`config.mk`:
```
export PLATFORM = sky130hd
export DESIGN_NAME = sel_sequencer
export DESIGN_NICKNAME = d
export VERILOG_FILES = /design/src/rtl/sel_sequencer.sv
export SDC_FILE = /design/constraint.sdc
export NUM_CORES = 1
export LEC_CHECK = 0
export BUFFER_PORTS_ARGS = -buffer_cell sky130_fd_sc_hd__clkbuf_2
export CORE_ASPECT_RATIO = 1.2
export CORE_MARGIN = 8
export CORE_UTILIZATION = 60
export CTS_BUF_LIST = sky130_fd_sc_hd__clkbuf_16
export DETAILED_ROUTE_END_ITERATION = 12
export PLACE_DENSITY = 0.82
export SYNTH_ARGS = -nofsm -noshare
export SYNTH_HDL_FRONTEND = slang
export SYNTH_SLANG_ARGS = --single-unit
```
`constraint.sdc`:
```
create_clock -name clk -period 7.5 [get_ports clk]
set_input_delay 0.75 -clock clk [delete_from_list [all_inputs] [get_ports clk]]
set_output_delay 0.75 -clock clk [all_outputs]
set_load 0.005 [all_outputs]
```
`src/rtl/sel_sequencer.sv`:
```
// Input FIFO feeding a four-phase select sequencer: each queued sample is presented on `a`
// while {sel,sel_1} steps through LOAD/SHIFT/HOLD/FLUSH, STEP_CYCLES cycles per phase.
module sel_sequencer #(
    parameter int unsigned DEPTH       = 4,
    parameter int unsigned STEP_CYCLES = 1
) (
    input  logic                     clk,
    input  logic                     clear,
    input  logic [3:0]               din,
    input  logic                     din_valid,
    output logic                     din_ready,
    output logic [3:0]               a,
    output logic                     sel,
    output logic                     sel_1,
    output logic                     busy,
    output logic                     seq_done,
    output logic [$clog2(DEPTH):0]   fifo_count
);

    localparam int unsigned PW = $clog2(DEPTH);
    localparam int unsigned CW = PW + 1;
    localparam logic [3:0] LastPhase = 4'(STEP_CYCLES - 1);

    typedef enum logic [2:0] {StIdle, StLoad, StShift, StHold, StFlush} state_e;

    state_e          state_q, state_d;
    logic [3:0]      phase_q, phase_d;
    logic [PW-1:0]   wr_ptr_q, rd_ptr_q;
    logic [CW-1:0]   count_q, count_d;
    logic [3:0]      a_q;
    logic            sel_q, sel_d, sel1_q, sel1_d;
    logic [3:0]      mem_q [DEPTH];
    logic            push, pop, phase_last;

    always_comb begin
        state_d    = state_q;
        phase_d    = phase_q;
        pop        = 1'b0;
        phase_last = (phase_q == LastPhase);
        unique case (state_q)
            StIdle: begin
                if (count_q != '0) begin
                    pop     = 1'b1;
                    state_d = StLoad;
                    phase_d = '0;
                end
            end
            StLoad, StShift, StHold: begin
                if (phase_last) begin
                    phase_d = '0;
                    state_d = (state_q == StLoad)  ? StShift :
                              (state_q == StShift) ? StHold  : StFlush;
                end else begin
                    phase_d = phase_q + 4'd1;
                end
            end
            StFlush: begin
                if (phase_last) begin
                    phase_d = '0;
                    // Chain straight into the next sample with no idle bubble.
                    if (count_q != '0) begin
                        pop     = 1'b1;
                        state_d = StLoad;
                    end else begin
                        state_d = StIdle;
                    end
                end else begin
                    phase_d = phase_q + 4'd1;
                end
            end
            default: begin
                state_d = StIdle;
                phase_d = '0;
            end
        endcase

        din_ready = (count_q != CW'(DEPTH)) && !clear;
        push      = din_valid && din_ready;

        unique case ({push, pop})
            2'b10:   count_d = count_q + CW'(1);
            2'b01:   count_d = count_q - CW'(1);
            default: count_d = count_q;
        endcase

        sel_d  = (state_d == StShift) || (state_d == StFlush);
        sel1_d = (state_d == StHold)  || (state_d == StFlush);
    end

    always_ff @(posedge clk) begin
        if (clear) begin
            state_q  <= StIdle;
            phase_q  <= '0;
            wr_ptr_q <= '0;
            rd_ptr_q <= '0;
            count_q  <= '0;
            a_q      <= '0;
            sel_q    <= 1'b0;
            sel1_q   <= 1'b0;
        end else begin
            state_q <= state_d;
            phase_q <= phase_d;
            count_q <= count_d;
            sel_q   <= sel_d;
            sel1_q  <= sel1_d;
            if (push) begin
                wr_ptr_q <= wr_ptr_q + PW'(1);
            end
            if (pop) begin
                rd_ptr_q <= rd_ptr_q + PW'(1);
                a_q      <= mem_q[rd_ptr_q];
            end
        end
    end

    // Storage needs no reset: clearing the pointers and count discards the contents.
    always_ff @(posedge clk) begin
        if (push) begin
            mem_q[wr_ptr_q] <= din;
        end
    end

    assign a          = a_q;
    assign sel        = sel_q;
    assign sel_1      = sel1_q;
    assign busy       = (state_q != StIdle);
    assign seq_done   = (state_q == StFlush) && phase_last;
    assign fifo_count = count_q;

endmodule

```
=== Word-level counts from Yosys, hierarchy flattened ===
Memories as Yosys holds them, arrays and structs flattened. A register that Yosys moved wholly into a read port is not among the register bits.
Index checks and enable logic that the tools add are counted.
W data, S select, Z words.

* Memories kept: 1
* Bits in read-only memories: 0
* Bits in latches: 0
* Bits in registers: 16
* Output and inout bits: 12
* Bits of input ports: 7
* RAM bits: 16

{| class="wikitable"
|+ Memories
! name !! depth !! width !! rd ports !! clocked after memory_dff !! wr ports !! line !! RTL
|-
| mem_q || 4 || 4 || 1 || 1 || 1 || 32 || <nowiki>logic [3:0] mem_q [DEPTH];</nowiki>
|}

* Shift operators: 0
* Multiply operators: 0
* Add/sub/neg operators: 5
* Equality and inequality tests: 11
* Divide/modulo/power cells: 0
* Multiplexer cells: 16
* Magnitude comparators: 0
* Bitwise logic cells: 0
* Reduce and logical (&&, ||, !) cells: 13

{| class="wikitable"
|+ Operators with widths
! operator !! number
|-
| $mux W3 || 5
|-
| $eq A3 B2 Y1 const B || 4
|-
| $pmux W3 S3 || 1
|-
| $mux W4 || 2
|-
| $pmux W4 S2 || 1
|-
| $eq A3 B3 Y1 const B || 2
|-
| $pmux W3 S2 || 1
|-
| $reduce_bool A3 Y1 || 2
|-
| $mux W1 || 5
|-
| $add A2 B1 Y2 const B || 2
|-
| $add A4 B1 Y4 const B || 1
|-
| $logic_not A4 Y1 || 1
|-
| $reduce_or A4 Y1 || 1
|-
| $add A3 B1 Y3 const B || 1
|-
| $eq A3 B1 Y1 const B || 1
|-
| $logic_and A1 B1 Y1 || 3
|-
| $logic_not A3 Y1 || 1
|-
| $ne A3 B3 Y1 const B || 1
|-
| $reduce_or A3 Y1 || 1
|-
| $sub A3 B1 Y3 const B || 1
|-
| $eq A2 B1 Y1 const B || 1
|-
| $eq A2 B2 Y1 const B || 1
|-
| $logic_or A1 B1 Y1 || 2
|-
| $ne A2 B2 Y1 const B || 1
|-
| 3 further kinds || 3
|}

=== Depth between registers and ports, before layout ===
Gate-level depths: netlist of the first run.

* Depth after elaboration: 7
* Mapped depth: 10
* Depth with buffers taken out: 10

=== Worst setup path after synthesis of the first run ===
OpenSTA, ideal clock, no wires.

* Path type: reg2reg
* From: reg phase_q[0]
* To: reg count_q[2] (netlist: fifo_count[2])
* Required time: 7429 ps
* Path buffers: 0
* Path slack: 4622 ps
* Stages on the path, launching flop included: 11
* Data arrival time: 2807 ps
* Period minus slack after synthesis: 2878 ps
* Cells stage by stage: dfxtp_1 > inv_1 > ha_1 > or3b_4 > a2111oi_4 > ha_1 > inv_1 > fa_1 > xor2_1 > or3_1 > a21oi_1

* Word-level cells in the longest chain between the ends: 5

{| class="wikitable"
|+ RTL lines
! element !! line !! RTL
|-
| start, declared || 27 || <nowiki>logic [3:0] phase_q, phase_d;</nowiki>
|-
| start signal, assigned || 102 || <nowiki>phase_q <= phase_d;</nowiki>
|-
| $logic_not A4 Y1 * || 39 || <nowiki>phase_last = (phase_q == LastPhase);</nowiki>
|-
| $mux W1 * || 58 || <nowiki>if (phase_last) begin</nowiki>
|-
| $pmux W1 S2 * || 40 || <nowiki>unique case (state_q)</nowiki>
|-
| named net pop || 33 || <nowiki>logic push, pop, phase_last;</nowiki>
|-
| $eq A2 B1 Y1 or $eq A2 B2 Y1 (tied branches) || 80 || <nowiki>unique case ({push, pop})</nowiki>
|-
| $pmux W3 S2 or $reduce_bool A2 Y1 (tied branches) || -- ||
|-
| end signal, assigned || 103 || <nowiki>count_q <= count_d;</nowiki>
|-
| end, declared || 29 || <nowiki>logic [CW-1:0] count_q, count_d;</nowiki>
|}

The timed path passes the listed nets; every way through them passes the cells marked *.
A chain may end at the register's enable or synchronous reset.

=== Worst setup path in the final report of the first run ===
Ends and elaborated chain as after synthesis.

==> results of run 1 <==
routing by layer:
metal / track usage, % / wire, µm
met5: 0 / 0
met4: 4.467 / 0
met2: 26.57 / 1569
met3: 5.530 / 100
met1: 12.87 / 1176
final cells by class:
| type | count | area [µm²] | share of cell area [%] |
|---|---|---|---|
| clock inverters | 3 | 46.29 | 2.452 |
| flip-flops and latches | 36 | 880.8 | 46.65 |
| repair buffers | 18 | 90.09 | 4.771 |
| multi-input cells | 86 | 670.6 | 35.52 |
| inverters | 9 | 33.78 | 1.789 |
| clock buffers | 5 | 125.1 | 6.627 |
| well taps | 33 | 41.29 | 2.187 |
power breakdown:
part	internal (mW)	switching [mW]
clock network	0.158	0.0760
logic	0.0864	0.0871
registers	0.235	0.0346
total	0.479	0.198
worst register-to-register path: cells and delay by family, from the launching register on:
family                     cells  cell delay [ns]
adders and majority gates      3             0.86
AOI/OAI and AO/OA              2             0.84
and+or+nand+nor                2             0.72
DFF                            1             0.34
xor gates and xnor gates       1             0.16
buffers and inverters          2             0.13
Yosys cell counts (all sizes together), types with 2 or more instances:
cell type	n	share of area, %
a21oi	9	2.8
and2	5	2.0
and3	2	0.86
clkbuf	6	1.4
dfxtp	20	25
edfxtp	16	30
ha	7	5.4
inv	9	2.1
mux2i	5	3.1
mux4	4	5.6
nand2	5	1.2
nand3	3	0.93
nand3b	3	1.4
nor2	14	3.3
nor2b	3	1.2
nor3	2	0.62
o21ai	5	1.6
or3	2	0.78
xnor2	2	1.1
xor2	3	1.6
per-stage QoR:
stage          setup slack, ns  area [µm²]  utilization, %
2_1_floorplan            4.622        1608               -
3_3_place_gp             4.526        1717           67.25
3_5_place_dp             4.395        1717           67.25
4_1_cts                  4.373        1888           73.97
5_1_grt                  4.171        1888           73.97
6_report                 4.377        1888           73.97
how the worst min path moves through the flow:
stage / startpoint / endpoint / slack [ns] / cells past startpoint
floorplan: phase_q[3] / phase_q[3] / 0.47 / 2
global placement: phase_q[3] / phase_q[3] / 0.50 / 2
detailed placement: a[1] / a[1] / 0.50 / 2
CTS: a[1] / a[1] / 0.52 / 2
global route: a[1] / a[1] / 0.53 / 2
finish: a[1] / a[1] / 0.51 / 2
logic make-up after synthesis:
group                    share of synthesized area [%]
adder cells (fa/ha/maj)                          6.692
multiplexers                                     8.716
XOR/XNOR                                         2.724
flip-flops                                       54.79
AO/OA/AOI/OAI                                    9.183
buffers and inverters                            3.502
AND/OR/NAND/NOR                                  14.40
cell usage in the layout (no fill, tap or decap), types with 2 or more instances in the layout:
master	count
dfxtp_1	20
clkbuf_2	18
edfxtp_1	16
nor2_1	14
inv_1	9
a21oi_1	9
ha_1	7
mux2i_1	5
nand2_1	5
o21ai_0	5
clkbuf_16	5
and2_1	4
mux4_2	4
xor2_1	3
nand3b_1	3
nor2b_1	3
nand3_1	3
nor3_1	2
or3_1	2
xnor2_1	2
sequential cells by signal, indices dropped and copies added, names as in the netlist:
name / count
sel_1: 1
phase_q: 4
rd_ptr_q: 2
state_q: 3
wr_ptr_q: 2
a: 4
sel: 1
fifo_count: 3
mem_q: 16
==> reports/metrics.cfg, run 1 <==
[floorplan]
ioPinCount = 19
coreArea_um2 = 2552
initial_core_util_pct = 62.99
rows = 20
die_h_um = 72.71
die_area_um2 = 4599
die_x_um = 63.26

[grt]
first_global_vias = 1060
grt_usage_pct = 13.78
grt_max_degree = 23
grt_overflow = 0
grt_pass1_wl_mm = 4.940
antenna_found_initial = 0

[worst_setup_path]
reg2reg_depth = 10
endpoint_kind = flip-flop
crit_chain = inv_1 -> ha_1 -> or3b_4 -> a2111oi_4 -> ha_1 -> inv_1 -> fa_1 -> xor2_1 -> or3_1 -> a21oi_1
path_class = flip-flop to flip-flop
timing.rr.end = fifo_count[2]
reg2reg_from = phase_q[0]
cp.buffers_inverters = 2
cp_num_cells = 10
critPathLaunchType = flip-flop
cp-endpoint = fifo_count[2]
crit_fanout = 9
critical_path_required_ns = 7.70
critPathArrivalTime_ns = 3.32
critPathMaxStageDelay_ns = 0.70
worst-r2r-setup-slack_ns = 4.38
crit_path_top_delay_cell = a2111oi_4
setup.worst_path.start = phase_q[0]
cp_top_family = adder cells

[drt]
avgRoutedWirePerCell_um = 14.98
dr_total_vias = 1041
routed_via_density = 5.479
wirelength_mm = 2.846
drc = 0
first_pass_iters = 4
dr.first_iter.drc_count = 57
final_antenna_net_count = 0

[final_layout]
final_layout_size_suffix_gt1_share_pct = 22.93
fillers = 176
insertedDiodeCount = 0
area.growth.synth_to_final_pct = 17.43
layout.nets = 171
instances_no_fill = 190

[yosys]
ys.flop_type = dfxtp_1
synth-seq-cells = 36
yosys_warnings = 0
netlist_area_um2 = 1608
syn_nets = 152
syn_area_per_cell_um2 = 11.74
yosysSeqAreaShare_pct = 54.79
synthCells = 137
synth_edf_count = 16
yosys.cell_types.count = 34
async_flop_share_pct = 0

[min_path]
hold_path_class = flip-flop to flip-flop

[placed_design]
hpwl_mm = 1.986
io_buffers = 18
placedCellCount = 182
gp_congestion = 0.7190

[clock_network]
post_cts_buffers = 0
cts_buffer_depth = 2
clk_pin_slew_ns = 0.05
cts_sinks = 36
clkLatencyLatePin_ns = 0.27
numCtsBuffers = 5
htreeDepth = 2
cts_tree = done
cts_resized = 0
cts-root-buf = clkbuf_16
holdBufCountCts = 0

[sta]
setup_violations = 0
slew_viol_final = 0
whs_ns = 0.5085
rsz0062_at_grt = no
fin_skew_ns = 0.003093
timing.final.crit_share_pct = 41.64
clock.fmax_ghz = 0.3202
slew-limit-headroom_pct = 45.24
fin_crit_ns = 3.123
finalHoldViolCount = 0
worst_pin_slew_ns = 0.8165
final.setup.tns_ns = 0

[power_and_ir_drop]
power-per-cell-area_nw_per_um2 = 358.2
p_leak_nw = 0.7274
total_power_mw = 0.6764
peakVddDrop_v = 0.0003034

[flow_run]
maxCapViolations = 0

[run_status]
status = finished clean

(Power assumes the default switching activity.)
==> run 2, diff against run 1 <==
--- a/config.mk
+++ b/config.mk
@@ -5,13 +5,14 @@
 export SDC_FILE = /design/constraint.sdc
 export NUM_CORES = 1
 export LEC_CHECK = 0
+export ABC_AREA = 1
 export BUFFER_PORTS_ARGS = -buffer_cell sky130_fd_sc_hd__clkbuf_2
 export CORE_ASPECT_RATIO = 1.2
 export CORE_MARGIN = 8
-export CORE_UTILIZATION = 60
+export CORE_UTILIZATION = 57
 export CTS_BUF_LIST = sky130_fd_sc_hd__clkbuf_16
 export DETAILED_ROUTE_END_ITERATION = 12
-export PLACE_DENSITY = 0.82
+export PLACE_DENSITY = 0.78
 export SYNTH_ARGS = -nofsm -noshare
 export SYNTH_HDL_FRONTEND = slang
 export SYNTH_SLANG_ARGS = --single-unit
==> constraint.sdc (replaced) <==
create_clock -name clk -period 3 [get_ports clk]
set_input_delay 0.3 -clock clk [delete_from_list [all_inputs] [get_ports clk]]
set_output_delay 0.3 -clock clk [all_outputs]
set_load 0.005 [all_outputs]
==> run 2 against run 1 <==
Clock skew increased by 0.0024 ns. Design area grew 3.9%. Wire length increased by 8.7%. Clock power up 110%. Cell count up 36%.
==> reports/metrics.cfg, run 2 <==
[power_and_ir_drop]
switching_share_pct = 35.89
p_sw_mw = 0.6189
p_leak_nw = 0.9062
power-per-cell-area_nw_per_um2 = 879.1
power.internal_mw = 1.106
combPwrFrac_pct = 33.2
peakVddDrop_v = 0.0004788
clkPwrFrac_pct = 27.9
power_frac_seq_pct = 38.9

[drt]
first_pass_iters = 4
routed_via_density = 4.919
drc = 0
dr.first_iter.drc_count = 90
avgRoutedWirePerCell_um = 12.00
wirelength_mm = 3.095
dr_total_vias = 1269
final_antenna_net_count = 0

[clock_network]
cts_sinks = 36
clkLatencyLatePin_ns = 0.28
cts-root-buf = clkbuf_16
cts_buffer_depth = 2
post_cts_buffers = 0
holdBufCountCts = 0
cts_resized = 0
numCtsBuffers = 5
clk_pin_slew_ns = 0.05
cts_tree = done
htreeDepth = 2

[sta]
worst_pin_slew_ns = 0.4167
timing.final.crit_share_pct = 72.96
finalHoldViolCount = 0
setup_violations = 0
slew-limit-headroom_pct = 72.12
fin_skew_ns = 0.005452
rsz0062_at_grt = no
slew_viol_final = 0
final.setup.tns_ns = 0
clock.fmax_ghz = 0.4569
fin_crit_ns = 2.189

[worst_setup_path]
crit_fanout = 12
critPathArrivalTime_ns = 2.35
crit_path_top_delay_cell = fa_1
worst-r2r-setup-slack_ns = 0.81
critical_path_required_ns = 3.16
critPathMaxStageDelay_ns = 0.37
path_class = flip-flop to flip-flop
endpoint_kind = flip-flop
cp.buffers_inverters = 3
crit_chain = inv_1 -> ha_1 -> nand2_4 -> nand2_4 -> nand2_4 -> inv_1 -> ha_1 -> inv_1 -> fa_1 -> nand2_1 -> nand3_1 -> o21ai_0 -> a21oi_1
cp_top_family = adder cells
critPathLaunchType = flip-flop

[yosys]
netlist_area_um2 = 1720
yosys.cell_types.count = 24
syn_nets = 216
netlist.area_leader.share_pct = 27.93
ys.flop_type = dfxtp_1
yosys_warnings = 0
yosysSeqAreaShare_pct = 51.20
synth-seq-cells = 36
synthAdderAreaFrac_pct = 6.255
synth_compound_area_share_pct = 9.164
synth-xor-area-share_pct = 1.018
synthCells = 201
syn_area_per_cell_um2 = 8.559
yosys.cell_count.top_type = nand2_1
synth-simple-area-share_pct = 24.07
synth_top_family_by_area = simple AND/OR/NAND/NOR gates
synthTopCellsByCount = nand2_1, nor2_1, inv_1, dfxtp_1, edfxtp_1
synth_mux_area_share_pct = 0
synth_area_leaders = edfxtp_1, dfxtp_1, nand2_1
yosysTopAreaCell = edfxtp_1
synth_edf_count = 16
async_flop_share_pct = 0

[grt]
grt_max_degree = 13
grt_pass1_wl_mm = 5.416
grt_usage_pct = 13.32
first_global_vias = 1223
grt_overflow = 0
antenna_found_initial = 0

[final_layout]
ff_latch_area_um2 = 880.8
insertedDiodeCount = 0
final_layout_size_suffix_gt1_share_pct = 15.32
largest_reg_flops = 16
layout_common_cells = nand2_1, nor2_1, inv_1
area.growth.synth_to_final_pct = 14.04
fillers = 262
multiInputGateArea_um2 = 696.9
final_common_cell = nand2_1
instances_no_fill = 258
layout.nets = 236
top_register = mem_q

[run_status]
status = finished clean

[placed_design]
placedCellCount = 250
hpwl_mm = 2.234
io_buffers = 18
gp_congestion = 0.8648

[flow_run]
maxCapViolations = 0

[floorplan]
rows = 22
die_area_um2 = 5039
coreArea_um2 = 2973
die_h_um = 76.18
initial_core_util_pct = 57.87
ioPinCount = 19
die_x_um = 66.15

[min_path]
hold_path_class = primary input to flip-flop

## run 2: cell count changes in the layout (fill, tap and decap cells not counted), moves of 4 or more
cell	before	now
and2_1	4	0
inv_1	9	29
mux2i_1	5	0
mux4_2	4	0
nand2_1	5	38
nand3_1	3	11
nor2_1	14	35
o21ai_0	5	12
## run 2: path summary, 6_finish.rpt
check | start | end | cells after the start
worst max-delay path | phase_q[0] | fifo_count[2] | 13
worst min-delay path | din[0] | mem_q[2][0] | 1
worst max register to register | phase_q[0] | fifo_count[2] | 13
worst min register to register | phase_q[0] | phase_q[0] | 2
## run 2: cell type report
class                      instances  area share (%)
clock inverter                     3          0.7653
inverter                          29           5.548
multi-input combinational        131           35.52
sequential                        36           44.90
clock buffer                       5           6.378
tap                               36           2.296
timing repair buffer              18           4.592
## run 2: metrics by stage
stage               setup WS (ns)  util [%]  cell area, µm²  hold slack [ns]  power (mW)
floorplan                   1.053         -            1720           0.3989       1.124
CTS                        0.7955     65.99            1962           0.2456       1.740
global route               0.5659     65.99            1962           0.2476       1.870
detailed placement         0.8309     61.28            1822           0.4981       1.252
global placement           0.9091     61.28            1822           0.4873       1.245
finish                     0.8113     65.99            1962           0.2492       1.725
## run 2: cells by family after synthesis
kind of cell	Yosys count
flops	36
xor+xnor	2
simple gates	93
buf+inv	34
compound gates	28
fa+ha+maj	8
## run 2: metal layers
metal,GRT usage (%),vias up,routed length [µm]
met3,4.706,5,104
met1,15.45,570,1427
li1,-,679,-
met2,21.39,15,1515
met4,5.353,0,47
met5,0,-,0
## run 2: power groups by stage
| stage | Combinational, mW | Sequential [mW] | Clock [mW] |
|---|---|---|---|
| 2_1_floorplan | 0.472 | 0.652 | 0 |
| 3_3_place_gp | 0.564 | 0.681 | 0 |
| 3_5_place_dp | 0.570 | 0.681 | 0 |
| 4_1_cts | 0.578 | 0.672 | 0.490 |
| 5_1_grt | 0.672 | 0.685 | 0.513 |
| 6_report | 0.572 | 0.671 | 0.482 |
